==> src/rtl/muldiv_unit.sv <==
// muldiv_unit: multi-cycle RV32M multiply/divide unit (MUL/MULH/MULHSU/MULHU,
// DIV/DIVU/REM/REMU) beside the execute-stage ALU.
// Ports: clk, rst (sync, active-high), start/func3/op_a/op_b request,
//   flush abort, ready/busy status, done pulse with result.
// Option: define MULDIV_FAST_MUL_EN for single-cycle multiplies.
module muldiv_unit #(
   parameter int XLEN  = 32,
   parameter int CNT_W = $clog2(XLEN) + 1
) (
   input  logic            clk,
   input  logic            rst,
   input  logic            start,
   input  logic [2:0]      func3,
   input  logic [XLEN-1:0] op_a,
   input  logic [XLEN-1:0] op_b,
   input  logic            flush,
   output logic            ready,
   output logic            busy,
   output logic            done,
   output logic [XLEN-1:0] result
);

   localparam logic [1:0] S_IDLE = 2'd0;
   localparam logic [1:0] S_CALC = 2'd1;
   localparam logic [1:0] S_FIX  = 2'd2;
   localparam logic [1:0] S_DONE = 2'd3;

   localparam logic [XLEN-1:0] MIN_VAL = {1'b1, {(XLEN-1){1'b0}}};

   logic [1:0]        state;
   logic [CNT_W-1:0]  cnt;
   logic [2:0]        f3_q;
   logic              sgn_a;
   logic              sgn_b;
   logic [XLEN-1:0]   mag_a;
   logic [XLEN-1:0]   mag_b;
   logic [2*XLEN-1:0] acc;
   logic [XLEN-1:0]   res_q;

   // request decode
   logic            is_div;
   logic            signed_a;
   logic            signed_b;
   logic            neg_a_in;
   logic            neg_b_in;
   logic [XLEN-1:0] mag_a_in;
   logic [XLEN-1:0] mag_b_in;
   logic            div_zero;
   logic            ovf;
   logic            special;
   logic [XLEN-1:0] spec_res;
   logic            fast_go;
   logic [XLEN-1:0] fast_res;

   always_comb begin
      is_div   = func3[2];
      signed_a = (func3 == 3'b001) || (func3 == 3'b010) ||
                 (func3 == 3'b100) || (func3 == 3'b110);
      signed_b = (func3 == 3'b001) || (func3 == 3'b100) ||
                 (func3 == 3'b110);
      neg_a_in = signed_a & op_a[XLEN-1];
      neg_b_in = signed_b & op_b[XLEN-1];
      mag_a_in = neg_a_in ? (~op_a + 1'b1) : op_a;
      mag_b_in = neg_b_in ? (~op_b + 1'b1) : op_b;
      div_zero = (op_b == '0);
      ovf      = ((func3 == 3'b100) || (func3 == 3'b110)) &&
                 (op_a == MIN_VAL) && (op_b == '1);
      special  = is_div && (div_zero || ovf);
      // func3[1] separates REM/REMU from DIV/DIVU
      if (div_zero)
         spec_res = func3[1] ? op_a : '1;
      else
         spec_res = func3[1] ? '0 : op_a;
   end

`ifdef MULDIV_FAST_MUL_EN
   // one extra sign bit lets one signed multiplier serve all four forms
   logic signed [XLEN:0]     fa;
   logic signed [XLEN:0]     fb;
   logic signed [2*XLEN+1:0] fp;

   always_comb begin
      fa      = $signed({signed_a & op_a[XLEN-1], op_a});
      fb      = $signed({signed_b & op_b[XLEN-1], op_b});
      fp      = fa * fb;
      fast_go = ~is_div;
      if (func3[1:0] == 2'b00)
         fast_res = fp[XLEN-1:0];
      else
         fast_res = fp[2*XLEN-1:XLEN];
   end
`else
   always_comb begin
      fast_go  = 1'b0;
      fast_res = '0;
   end
`endif

   // one iteration: multiply keeps the multiplier in acc low half,
   // divide keeps {remainder, quotient-in-progress}
   logic [XLEN:0]     mul_sum;
   logic [XLEN:0]     div_sh;
   logic [XLEN:0]     div_diff;
   logic [2*XLEN-1:0] mul_next;
   logic [2*XLEN-1:0] div_next;

   always_comb begin
      mul_sum  = {1'b0, acc[2*XLEN-1:XLEN]} +
                 {1'b0, (acc[0] ? mag_a : '0)};
      mul_next = {mul_sum, acc[XLEN-1:1]};
      div_sh   = acc[2*XLEN-1:XLEN-1];
      div_diff = div_sh - {1'b0, mag_b};
      div_next = {(div_diff[XLEN] ? div_sh[XLEN-1:0] : div_diff[XLEN-1:0]),
                  acc[XLEN-2:0], ~div_diff[XLEN]};
   end

   // sign correction
   logic              neg_q;
   logic [2*XLEN-1:0] prod;
   logic [XLEN-1:0]   quo;
   logic [XLEN-1:0]   rem;
   logic [XLEN-1:0]   fix_res;

   always_comb begin
      neg_q = sgn_a ^ sgn_b;
      prod  = neg_q ? (~acc + 1'b1) : acc;
      quo   = neg_q ? (~acc[XLEN-1:0] + 1'b1) : acc[XLEN-1:0];
      rem   = sgn_a ? (~acc[2*XLEN-1:XLEN] + 1'b1) : acc[2*XLEN-1:XLEN];
      fix_res = '0;
      unique case (f3_q)
         3'b000:                 fix_res = prod[XLEN-1:0];
         3'b001, 3'b010, 3'b011: fix_res = prod[2*XLEN-1:XLEN];
         3'b100, 3'b101:         fix_res = quo;
         default:                fix_res = rem;
      endcase
   end

   always_ff @(posedge clk) begin
      if (rst) begin
         state <= S_IDLE;
         cnt   <= '0;
         f3_q  <= '0;
         sgn_a <= 1'b0;
         sgn_b <= 1'b0;
         mag_a <= '0;
         mag_b <= '0;
         acc   <= '0;
         res_q <= '0;
      end else if (flush) begin
         state <= S_IDLE;
      end else begin
         unique case (state)
            S_IDLE: begin
               if (start) begin
                  f3_q  <= func3;
                  sgn_a <= neg_a_in;
                  sgn_b <= neg_b_in;
                  mag_a <= mag_a_in;
                  mag_b <= mag_b_in;
                  if (special) begin
                     res_q <= spec_res;
                     state <= S_DONE;
                  end else if (fast_go) begin
                     res_q <= fast_res;
                     state <= S_DONE;
                  end else begin
                     acc   <= {{XLEN{1'b0}}, (is_div ? mag_a_in : mag_b_in)};
                     cnt   <= CNT_W'(XLEN);
                     state <= S_CALC;
                  end
               end
            end
            S_CALC: begin
               acc <= f3_q[2] ? div_next : mul_next;
               cnt <= cnt - 1'b1;
               if (cnt == CNT_W'(1))
                  state <= S_FIX;
            end
            S_FIX: begin
               res_q <= fix_res;
               state <= S_DONE;
            end
            default: state <= S_IDLE;
         endcase
      end
   end

   assign ready  = (state == S_IDLE);
   assign busy   = ~ready;
   assign done   = (state == S_DONE);
   assign result = res_q;

endmodule

==> config.mk <==
export PLATFORM = sky130hd
export DESIGN_NAME = muldiv_unit
export DESIGN_NICKNAME = d
export VERILOG_FILES = /design/src/rtl/muldiv_unit.sv
export SDC_FILE = /design/constraint.sdc
export NUM_CORES = 1
export LEC_CHECK = 0
export BUFFER_PORTS_ARGS = -buffer_cell sky130_fd_sc_hd__clkbuf_2
export CAP_MARGIN = 20
export CORE_MARGIN = 1.5
export CORE_UTILIZATION = 55
export DETAILED_ROUTE_END_ITERATION = 12
export GPL_TIMING_DRIVEN = 1
export PLACE_DENSITY = 0.76
export SYNTH_ARGS = -nofsm -noshare
export SYNTH_HDL_FRONTEND = slang
export SYNTH_SLANG_ARGS = --single-unit
==> constraint.sdc <==
create_clock -name clk -period 3.5 [get_ports clk]
set_clock_uncertainty 0.05 [all_clocks]
set_input_delay 0.35 -clock clk [delete_from_list [all_inputs] [get_ports clk]]
set_output_delay 0.35 -clock clk [all_outputs]
set_load 0.05 [all_outputs]
==> impl_metrics.yaml, run 1 <==
outcome:
  status: "finished, final reports clean"
worst_setup_path:
  crit_required_ns: 3.79
  start_kind: "flop"
  crit_chain: "buf_4 -> inv_1 -> ha_2 -> or3b_4 -> or4_4 -> or3_4 -> or3_4 -> o31ai_2 -> xor2_1 -> o221ai_1 -> o22ai_2 -> o21ai_1"
  critPathKind: "reg2reg"
  crit_buf_inv: 2
  arrival_ns: 3.67
  slowest_stage: "or4_4"
  endpoint_kind: "flop"
  cpPeakStageDelay_ns: 0.50
  cp_top_family: "simple AND/OR/NAND/NOR gates"
  rrSetupSlack_ns: 0.12
  path_common_cell: "or3_4"
  worst-path-max-fanout: 7
clock_tree:
  h-tree-depth: 4
  clk_latency_ns: 0.46
  cts_hold_buf: 0
  clk_path_buf_depth: 2
  cts_buffers: 17
  clk_pin_slew_ns: 0.07
  cts_sinks: 173
  root_buffer: "clkbuf_16"
  tritoncts: "built"
place:
  dp_hpwl_um: 50520
  place.gp.congestion: 1.035
  port_buffers: 105
routing:
  drc: 0
  drt_wl_total_um: 64740
  vias: 18140
  vias_per_cell: 6.615
  drt_first_pass_iters: 6
  drt_iter0_markers: 2637
  ant_nets: 0
  avgRoutedWirePerCell_um: 23.61
global_routing:
  grt.overflow.total: 0
  grt_antenna_before_repair: 0
  grt_pass1_vias: 16660
  top_usage_layer: "met2"
  grt_max_degree: 129
  grt_util_met3_pct: 9.427
  grtUsageTotal_pct: 41.95
  grtUsageMet1_pct: 55.94
  grt_pass1_wl_um: 98200
  gr-usage-met2_pct: 63.85
sta:
  finalHoldViolCount: 0
  maxSlewHeadroom_pct: 20.79
  finalCriticalPeriod_ns: 3.384
  tns_ns: 0
  fin_crit_sh_pct: 96.69
  setup_viol: 0
  maxSlewViolCount: 0
  rsz0062_at_grt: "no"
  max_freq_mhz: 295.5
  tightest_slew_ns: 1.184
power_and_ir_drop:
  ir_drop_mv: 0.3521
  power_uw: 5801
  p_per_area_nw_per_um2: 311.5
  p_leak_uw: 0.007448
floorplan:
  rows: 62
  initial_core_util_pct: 55.88
  core_area_um2: 28780
  chipHeight_um: 174
  die_area_um2: 30280
  io_pins: 106
  fp.dieW_um: 174
logic_synthesis:
  synthAdderAreaFrac_pct: 7.593
  async_reset_ff_share_pct: 0
  synthSimpleGateAreaFrac_pct: 22.58
  syn_area_um2: 16080
  synth_compound_area_share_pct: 28.15
  synth_mux_area_share_pct: 4.232
  synth-seq-cells: 173
  ys_warn_count: 0
  synth-xor-area-share_pct: 9.693
  postSynthCellCount: 2216
  synth_edf_count: 0
  ys_seq_area_share_pct: 21.53
  synth_flop_cell: "dfxtp_1"
  synth_fp_nets: 2365
  avgSynthCellArea_um2: 7.258
  ys_types: 91
  synth_top_family_by_area: "compound AO/OA/AOI/OAI gates"
finish:
  mostFrequentLayoutCells: "nor2_1 (269), nand2_1 (204), buf_4 (178)"
  layout_commonest_cell: "nor2_1"
  synthToLayoutAreaGrowth_pct: 15.82
  n_fill_cell: 2601
  antenna_cells: 0
  drive_gt1_share_pct: 16.62
  nets: 2494
job:
  drv_cap: 0
worst_hold_path:
  min_path_type: "in2reg"
[power breakdown]
part	total (uW)	switching (uW)	internal, uW	leakage, uW
Combinational	1770	1110	658	0.00577
Sequential	2180	110	2070	0.00141
Clock	1850	917	934	0.000265
Total	5800	2140	3660	0.00745
[kinds of logic after synthesis]
group / count (synthesis)
AO/OA/AOI/OAI: 673
XOR/XNOR: 178
flip-flops: 173
adder cells (fa/ha/maj): 101
AND/OR/NAND/NOR: 771
multiplexers: 67
buffers and inverters: 253
[metal layers]
metal  vias up  wire, um
met5         -         0
met4         0      3581
met3       225      7280
met2      1170     27750
met1      8413     26130
li1       8330         -
[worst min-delay path, delay by kind of cell]
kind,cells,cell delay (ns)
buffers and inverters,1,0.11
and+or+nand+nor,1,0.10
AOI/OAI and AO/OA,1,0.06
[area by class of cell]
class                   instances  area, um2  area share (%)
flip-flops and latches        173       3466           18.61
well taps                     384      480.5           2.579
multi-input cells            1790      11810           63.38
clock inverters                12      88.84          0.4769
inverters                      70      262.8           1.411
clock buffers                  20      446.7           2.398
repair buffers                293       2077           11.15
[Yosys cell counts, drive strengths merged, types with 26 or more instances]
cell type    n  area (um2)
nor2       273        1035
nand2      206       783.3
dfxtp      173        3463
a21oi      158       798.3
clkbuf     149       559.3
o21ai      124       620.6
a211oi     102       765.7
xor2        97       849.6
xnor2       81       709.4
ha          76       950.9
inv         69       259.0
nor3        68       340.3
mux2i       59       590.6
and2        41       259.0
buf         34       177.7
o31ai       31       251.5
nand4       30       187.7
a21o        27       202.7
o221ai      27       236.5
a31oi       26       177.7
[timing repair]
item                                    CTS  global route
endpoints found under the setup margin    7            23
endpoints found under the hold margin     0             0
gates resized for setup                   3            20
setup buffers                             0             1
pin swaps                                 0             3
[flip-flops by register name, indices dropped and copies added, names as in the netlist]
register	cells
sgn_a	1
mag_a	32
mag_b	32
state	2
f3_q	3
result	32
sgn_b	1
cnt	6
acc	64
[worst paths after layout]
check / from / end / depth (start not counted)
max: acc[33] / result[14] / 12
min: func3[0] / f3_q[0] / 3
max reg2reg: acc[33] / result[14] / 12
min reg2reg: result[2] / result[2] / 2
[stage by stage]
stage	instance area (um2)	hold WS, ns	setup WS (ns)	util (%)	instances
finish	18630	0.1719	0.1159	64.72	2742
global route	18630	0.1760	0.001017	64.72	2742
CTS	18510	0.1658	0.04859	64.33	2741
detailed placement	17960	0.3938	-0.07557	62.41	2709
global placement	17960	0.3849	0.02469	62.41	2709
floorplan	16080	0.3817	0.05408	-	2216
(Power assumes the default switching activity.)
==> run 2, diff against run 1 <==
--- a/config.mk
+++ b/config.mk
@@ -12,6 +12,7 @@
 export DETAILED_ROUTE_END_ITERATION = 12
 export GPL_TIMING_DRIVEN = 1
 export PLACE_DENSITY = 0.76
+export SETUP_SLACK_MARGIN = 0.2
 export SYNTH_ARGS = -nofsm -noshare
 export SYNTH_HDL_FRONTEND = slang
 export SYNTH_SLANG_ARGS = --single-unit
==> impl_metrics.yaml, run 2 (synthesis gave the netlist of run 1 again) <==
worst_setup_path:
  cp_top_family: "simple AND/OR/NAND/NOR gates"
  crit_buf_inv: 2
  endpoint_kind: "flop"
  crit_chain: "buf_6 -> inv_4 -> ha_4 -> or3b_4 -> or4_4 -> or3_4 -> or3_4 -> o31ai_4 -> xor2_1 -> o221ai_1 -> o22ai_2 -> o21ai_1"
  path_common_cell: "or3_4"
  worst-path-max-fanout: 5
  critPathKind: "reg2reg"
  cpPeakStageDelay_ns: 0.49
  start_kind: "flop"
  crit_required_ns: 3.77
  slowest_stage: "or4_4"
  arrival_ns: 3.62
place:
  place.gp.congestion: 1.036
  port_buffers: 105
  placed_area_um2: 18040
  dp_hpwl_um: 52950
finish:
  seq_area_um2: 3467
  synthToLayoutAreaGrowth_pct: 19.78
  drive_gt1_share_pct: 19.37
  largest_register: "acc"
  final_area_um2: 19260
  layout_commonest_cell: "nor2_1"
  nets: 2531
  multiInputGateArea_um2: 12100
  mostFrequentLayoutCells: "nor2_1 (269), buf_4 (210), nand2_1 (202)"
  largest_register_ffs: 64
  n_fill_cell: 2564
floorplan:
  die_area_um2: 30280
  fp.dieW_um: 174
  initial_core_util_pct: 55.88
  io_pins: 106
  core_area_um2: 28780
  chipHeight_um: 174
  rows: 62
power_and_ir_drop:
  p_sw_share_pct: 36.55
  ir_drop_mv: 0.3089
  p_seq_share_pct: 36.3
  power_frac_comb_pct: 30.8
  switchingPower_uw: 2206
  p_per_area_nw_per_um2: 313.3
  p_int_uw: 3829
  pwr-share-clk_pct: 32.9
  p_leak_uw: 0.007670
clock_tree:
  root_buffer: "clkbuf_16"
  clk_latency_ns: 0.45
  tritoncts: "built"
  h-tree-depth: 4
  clk_pin_slew_ns: 0.07
  cts_hold_buf: 0
  clk_path_buf_depth: 2
  cts_buffers: 17
  cts_sinks: 173
global_routing:
  grt_max_degree: 79
  grt.overflow.total: 0
  grtUsageTotal_pct: 44.12
  grt_antenna_before_repair: 2
  grt_pass1_vias: 17250
  grt_pass1_wl_um: 102700
sta:
  max_freq_mhz: 299.3
  fin_crit_sh_pct: 95.45
  tightest_slew_ns: 1.072
  rsz0062_at_grt: "yes"
  setup_viol: 0
  finalCriticalPeriod_ns: 3.341
  tns_ns: 0
  maxSlewHeadroom_pct: 28.47
  maxSlewViolCount: 0
  finalHoldViolCount: 0
routing:
  vias_per_cell: 6.710
  ant_nets: 0
  avgRoutedWirePerCell_um: 24.80
  drt_first_pass_iters: 7
  vias: 18650
  drt_iter0_markers: 2570
  drt_wl_total_um: 68960
  drc: 0
job:
  drv_cap: 0
outcome:
  status: "finished, final reports clean"
worst_hold_path:
  min_path_type: "in2reg"
run 2: final timing paths:
kind | end | cells past startpoint | start | slack (ns)
worst max register to register | result[14] | 12 | acc[33] | 0.16
worst max-delay path | result[14] | 12 | acc[33] | 0.16
worst min-delay path | f3_q[0] | 3 | func3[0] | 0.18
worst min register to register | result[20] | 2 | result[20] | 0.40
run 2: what timing repair did:
item	CTS	global route
buffers inserted	11	15
pin swaps	5	28
endpoints found under the setup margin	36	33
gates cloned	0	0
gates resized for setup	18	70
run 2: worst reg2reg max path, cell delays in order (launching register included):
cell	delay (ns)
dfxtp_2	0.33
buf_6	0.13
inv_4	0.06
ha_4	0.12
or3b_4	0.39
or4_4	0.49
or3_4	0.35
or3_4	0.43
o31ai_4	0.19
xor2_1	0.17
o221ai_1	0.16
o22ai_2	0.26
o21ai_1	0.10
run 2: layout make-up:
class                           count  area share [%]
Antenna cell                        1         0.01299
Sequential cell                   173           18.00
Multi-Input combinational cell   1790           62.81
Clock inverter                     11          0.7014
Timing Repair Buffer              330           12.32
Inverter                           70           1.377
Tap cell                          384           2.494
Clock buffer                       21           2.286
run 2: routing by layer:
layer	vias to the layer above	GRT usage, %	part of all wire (%)	routed length [um]
met3	271	11.48	12	8254
met2	1235	67.15	43	29410
met4	2	22.59	5.8	3977
met1	8752	57.43	40	27310
met5	-	0	0.019	13
li1	8394	-	-	-
run 2: stage by stage:
step                      hold WS, ns  utilization, %  setup WS [ns]  power, uW  instances
final                          0.1805           66.94         0.1592       6035       2780
after global routing           0.1964           66.93        0.03350       6213       2779
after CTS                      0.1616           65.31        0.06636       5899       2764
after detailed placement       0.3962           62.68       -0.05437       3935       2721
after global placement         0.3875           62.68       -0.03259       3911       2721
after floorplan                0.3817               -         0.2068       3219       2216
run 2: power by group through the flow:
stage	sequential, uW	clock (uW)	combinational, uW
2_1_floorplan	2170	0	1050
4_1_cts	2180	1970	1750
5_1_grt	2200	2050	1960
3_3_place_gp	2220	0	1690
3_5_place_dp	2230	0	1710
6_report	2190	1990	1860
